===== config.mk =====
export PLATFORM = sky130hd
export DESIGN_NAME = fifo_ctrl
export DESIGN_NICKNAME = d
export VERILOG_FILES = /design/src/rtl/fifo_ctrl_pkg.sv /design/src/rtl/fifo_ptr.sv /design/src/rtl/fifo_ctrl.sv
export SDC_FILE = /design/constraint.sdc
export NUM_CORES = 1
export LEC_CHECK = 0
export CORE_ASPECT_RATIO = 0.7
export CORE_MARGIN = 2
export CORE_UTILIZATION = 30
export DETAILED_ROUTE_END_ITERATION = 12
export GPL_TIMING_DRIVEN = 0
export HOLD_SLACK_MARGIN = 0.12
export PLACE_DENSITY = 0.72
export SLEW_MARGIN = 25
export SYNTH_ARGS = -nofsm -noshare
export SYNTH_HDL_FRONTEND = slang
export SYNTH_SLANG_ARGS = --single-unit

===== constraint.sdc =====
create_clock -name clk -period 3.6 [get_ports clk]
set_clock_uncertainty 0.15 [all_clocks]
set_input_delay 0.72 -clock clk [delete_from_list [all_inputs] [get_ports clk]]
set_output_delay 0.72 -clock clk [all_outputs]
set_load 0.05 [all_outputs]

===== src/rtl/fifo_ctrl_pkg.sv =====
// rtl/fifo_ctrl_pkg.sv - shared sizing helpers for the FIFO controller
package fifo_ctrl_pkg;

    localparam int DEFAULT_WIDTH = 8;
    localparam int DEFAULT_DEPTH = 4;

    // Pointers carry one extra wrap bit above the RAM address.
    function automatic int ptr_width(input int depth);
        return depth + 1;
    endfunction

    function automatic int capacity(input int depth);
        return 1 << depth;
    endfunction

    function automatic int af_level_default(input int depth);
        return (1 << depth) - 2;
    endfunction

endpackage


===== src/rtl/fifo_ptr.sv =====
// rtl/fifo_ptr.sv - wrapping FIFO pointer with increment and synchronous clear
module fifo_ptr #(
    parameter int W = 5
) (
    input  logic         clk,
    input  logic         rst_n,
    input  logic         clr_i,
    input  logic         inc_i,
    output logic [W-1:0] ptr_o
);

    logic [W-1:0] ptr_q;
    logic [W-1:0] ptr_d;

    always_comb begin
        ptr_d = ptr_q;
        if (clr_i) begin
            ptr_d = '0;
        end else if (inc_i) begin
            ptr_d = ptr_q + W'(1);
        end
    end

    always_ff @(posedge clk or negedge rst_n) begin
        if (!rst_n) begin
            ptr_q <= '0;
        end else begin
            ptr_q <= ptr_d;
        end
    end

    assign ptr_o = ptr_q;

endmodule


===== src/rtl/fifo_ctrl.sv =====
// rtl/fifo_ctrl.sv - first-word-fall-through FIFO controller for an external register-file RAM
module fifo_ctrl
    import fifo_ctrl_pkg::*;
#(
    parameter int WIDTH    = DEFAULT_WIDTH,
    parameter int DEPTH    = DEFAULT_DEPTH,
    parameter int AF_LEVEL = af_level_default(DEPTH)
) (
    input  logic             clk,
    input  logic             rst_n,
    input  logic             flush,
    input  logic             in_valid,
    output logic             in_ready,
    input  logic [WIDTH-1:0] in_data,
    output logic             out_valid,
    input  logic             out_ready,
    output logic [WIDTH-1:0] out_data,
    output logic             ram_wr_en,
    output logic [DEPTH-1:0] ram_wr_addr,
    output logic [WIDTH-1:0] ram_wr_data,
    output logic [DEPTH-1:0] ram_rd_addr,
    input  logic [WIDTH-1:0] ram_rd_data,
    output logic [DEPTH:0]   count,
    output logic             full,
    output logic             empty,
    output logic             almost_full,
    output logic             overflow,
    output logic             underflow
);

    localparam int PW = ptr_width(DEPTH);
    localparam logic [PW-1:0] AF_THR = PW'(AF_LEVEL);

    logic [PW-1:0] wr_ptr;
    logic [PW-1:0] rd_ptr;
    logic [PW-1:0] count_q, count_d;
    logic          overflow_q, overflow_d;
    logic          underflow_q, underflow_d;
    logic          push, pop;

    assign full  = (wr_ptr[DEPTH-1:0] == rd_ptr[DEPTH-1:0]) && (wr_ptr[DEPTH] != rd_ptr[DEPTH]);
    assign empty = (wr_ptr == rd_ptr);

    assign in_ready  = ~full;
    assign out_valid = ~empty;

    // Flush wins over any handshake in the same cycle.
    assign push = in_valid && in_ready && !flush;
    assign pop  = out_valid && out_ready && !flush;

    assign ram_wr_en   = push;
    assign ram_wr_addr = wr_ptr[DEPTH-1:0];
    assign ram_wr_data = in_data;
    assign ram_rd_addr = rd_ptr[DEPTH-1:0];
    assign out_data    = ram_rd_data;

    fifo_ptr #(.W(PW)) u_wr_ptr (
        .clk   (clk),
        .rst_n (rst_n),
        .clr_i (flush),
        .inc_i (push),
        .ptr_o (wr_ptr)
    );

    fifo_ptr #(.W(PW)) u_rd_ptr (
        .clk   (clk),
        .rst_n (rst_n),
        .clr_i (flush),
        .inc_i (pop),
        .ptr_o (rd_ptr)
    );

    always_comb begin
        count_d     = count_q;
        overflow_d  = overflow_q;
        underflow_d = underflow_q;
        if (flush) begin
            count_d     = '0;
            overflow_d  = 1'b0;
            underflow_d = 1'b0;
        end else begin
            if (push && !pop) begin
                count_d = count_q + PW'(1);
            end else if (pop && !push) begin
                count_d = count_q - PW'(1);
            end
            if (in_valid && full) begin
                overflow_d = 1'b1;
            end
            if (out_ready && empty) begin
                underflow_d = 1'b1;
            end
        end
    end

    always_ff @(posedge clk or negedge rst_n) begin
        if (!rst_n) begin
            count_q     <= '0;
            overflow_q  <= 1'b0;
            underflow_q <= 1'b0;
        end else begin
            count_q     <= count_d;
            overflow_q  <= overflow_d;
            underflow_q <= underflow_d;
        end
    end

    assign count       = count_q;
    assign almost_full = (count_q >= AF_THR);
    assign overflow    = overflow_q;
    assign underflow   = underflow_q;

endmodule

==> results.sh <==
export IMPL_min_from="overflow"
export IMPL_dr_wl_met2_um=1300
export IMPL_diodes=0
export IMPL_worstSetupStartpoint="u_wr_ptr.ptr_o[1]"
export IMPL_std_cell_rows=20
export IMPL_synthXorXnorAreaFrac=0.119
export IMPL_worstPathArrival_ns=2.57
export IMPL_cts_num_sinks=17
export IMPL_dp_hpwl_um=2240
export IMPL_numCtsBuffers=3
export IMPL_tightest_slew_ns=0.780
export IMPL_maxSlewHeadroom=0.478
export IMPL_synth_top_family_by_area="buffers and inverters"
export IMPL_grt_use_total=0.121
export IMPL_syn_inst=142
export IMPL_synthMuxAreaShare=0.0390
export IMPL_critPathMaxFanout=10
export IMPL_period_share=0.956
export IMPL_crit_path_end_kind="primary output"
export IMPL_cpPeakStageDelay_ns=0.69
export IMPL_die_area_um2=4940
export IMPL_r2r_cells=8
export IMPL_synth_main_ff_cell="dfrtp_1"
export IMPL_max_freq_mhz=291
export IMPL_finalHoldViolations=0
export IMPL_cp_slowest_cell="clkdlybuf4s50_1"
export IMPL_overflow=0
export IMPL_die_h_um=59.4
export IMPL_hold_ws_ns=0.367
export IMPL_path_clk_slew_ns=0.07
export IMPL_holdPathStages=2
export IMPL_vias=1113
export IMPL_syn_to_final_growth_pct=38.8
export IMPL_cp_cell_sequence="xor2_1 > or4_1 > buf_4 > nor2_4 > inv_1 > clkdlybuf4s50_1"
export IMPL_hold_class="reg -> reg"
export IMPL_synthTopCellsByArea="dfrtp_1, buf_4, xor2_1"
export IMPL_setup_ws_ns=0.159
export IMPL_gp_congestion=0.732
export IMPL_synth_simple_gate_area_share=0.158
export IMPL_netlist_area_leader_share=0.323
export IMPL_setup_tns_final_ns=0
export IMPL_synthTopCellsByCount="buf_4, nor2_1, dfrtp_1, xor2_1, a21oi_1"
export IMPL_grt_pass1_vias=1011
export IMPL_synthArstFlopShare=1.00
export IMPL_nets=214
export IMPL_clock_tree_buffer_depth=2
export IMPL_dp_slack_ns=0.227
export IMPL_synth_compound_area_frac=0.129
export IMPL_maxCapViolCount=0
export IMPL_antenna_found_initial=0
export IMPL_min_period_ns=3.44
export IMPL_wire_per_inst_um=12.1
export IMPL_worst_hold_path_endpoint="overflow"
export IMPL_synth_edff_count=0
export IMPL_cts_tree="done"
export IMPL_critical_path_required_ns=2.73
export IMPL_final_max_slew_violation_count=0
export IMPL_ios=58
export IMPL_drive_above_1_share=0.184
export IMPL_worstReg2RegEnd="count[4]"
export IMPL_yosysMostFrequentCell="buf_4"
export IMPL_synth_nets=170
export IMPL_synth_adder_area_share=0.0722
export IMPL_grt_max_degree=18
export IMPL_rsz0062_at_grt="false"
export IMPL_die_x_um=83.2
export IMPL_drtAntennaViolNets=0
export IMPL_dr_wl_met3_um=178
export IMPL_p_leak_uw=0.000866
export IMPL_power_uw=1050
export IMPL_topRoutingLayerUsed="met4"
export IMPL_drc=0
export IMPL_cp_start_kind="register"
export IMPL_worstSetupPathType="reg -> out"
export IMPL_start_util=0.308
export IMPL_viasPerCell=4.64
export IMPL_synth_area_um2=1320
export IMPL_routed_wl_um=2890
export IMPL_root_buffer="clkbuf_8"
export IMPL_outcome="complete, no violations"
export IMPL_synth_top_cell_by_area="dfrtp_1"
export IMPL_r2r_slack_ns=0.37
export IMPL_drt_met1_wl_um=1380
export IMPL_drt_iter0_drc=54
export IMPL_vdd_drop_max_mv=0.166
export IMPL_setup_violations=0
export IMPL_yosys_warnings=0
export IMPL_portBuffers=39
export IMPL_synth_seq_cells=17
export IMPL_synth_cell_types=34
export IMPL_drt_pass1_iter_count=4
export IMPL_clock_latency_ns=0.25
export IMPL_rr_startpoint="u_wr_ptr.ptr_o[1]"
export IMPL_h_tree_depth=1
export IMPL_synth_area_per_cell_um2=9.27
export IMPL_coreArea_um2=4280
export IMPL_seq_area_frac_synth=0.323
export IMPL_powerDensity_nw_per_um2=575
export IMPL_grt_first_pass_wirelength_um=4830
-- sequential cells by signal, summed over array words and instances (netlist names) --
register,flops
underflow,1
overflow,1
u_wr_ptr.ptr_o,5
u_rd_ptr.ptr_o,5
count,5
-- per-layer routing --
layer | global-route usage | vias to the layer above
met2 | 0.184 | 36
met4 | 0.0398 | 0
met3 | 0.0223 | 6
li1 | - | 552
met5 | 0 | -
met1 | 0.173 | 519
-- report_power, final --
group	switching [uW]	internal, uW	total, uW
Clock	67.2	78.6	146
Sequential	44.3	221	266
Combinational	389	249	638
Total	500	549	1050
-- how the worst max path moves through the flow --
stage | to | slack [ns] | cells after the start
6_report | out_valid | 0.16 | 6
5_1_grt | out_valid | 0.04 | 6
4_1_cts | in_ready | 0.05 | 6
3_5_place_dp | count[4] | 0.23 | 9
3_3_place_gp | full | 0.25 | 5
2_1_floorplan | in_ready | 0.17 | 5
-- kinds of logic after synthesis --
family / after synthesis
compound gates: 26
xor+xnor: 17
fa+ha+maj: 7
buf+inv: 31
flops: 17
mux: 5
simple gates: 39
-- cell usage in the layout, fill, tap and decap left out, drive strengths merged --
master	netlist	layout
clkdlybuf4s50	0	35
buf	25	25
nor2	20	20
dfrtp	17	17
xor2	14	14
a21oi	9	9
clkbuf	4	8
ha	6	6
o21ai	6	6
mux2i	4	4
xnor2	3	3
and2	3	3
o2111ai	3	3
o211ai	3	3
nand2	3	3
nand3	3	3
dlymetal6s2s	0	3
nand2b	2	2
inv	2	2
a21o	2	2
nor2b	2	2
nor4	2	2
or4	1	1
a31o	1	1
mux2	1	1
a311oi	1	1
or3	1	1
and3	1	1
nand3b	1	1
a32o	1	1
fa	1	1
dlygate4sd2	0	1
-- stage by stage --
| step | std cells | instance area [um2] | utilization |
|---|---|---|---|
| floorplan | 142 | 1320 | - |
| finish | 240 | 1830 | 0.427 |
| global route | 240 | 1830 | 0.427 |
| detailed placement | 236 | 1780 | 0.415 |
| global placement | 236 | 1780 | 0.415 |
| CTS | 240 | 1820 | 0.425 |
-- critical path: cells and delay by family, from the launching register on --
family                    cells  cell delay [ns]
buffers and inverters         3             0.94
and+or+nand+nor               2             0.71
DFF                           1             0.44
xor gates and xnor gates      1             0.22
-- final cells by class --
cell class | instances | area, um2
fill | 422 | 2450
clock buffer | 4 | 45.0
buffer | 29 | 203
sequential | 17 | 425
timing repair buffer | 39 | 397
multi-input combinational | 94 | 681
tap | 55 | 68.8
inverter | 2 | 7.51
-- timing repair --
item                       4_1_cts  5_1_grt
setup endpoints to repair        1        3
gates resized for setup          1        3
hold buffers                     0        0
buffers inserted                 0        0
(Power assumes the default switching activity.)
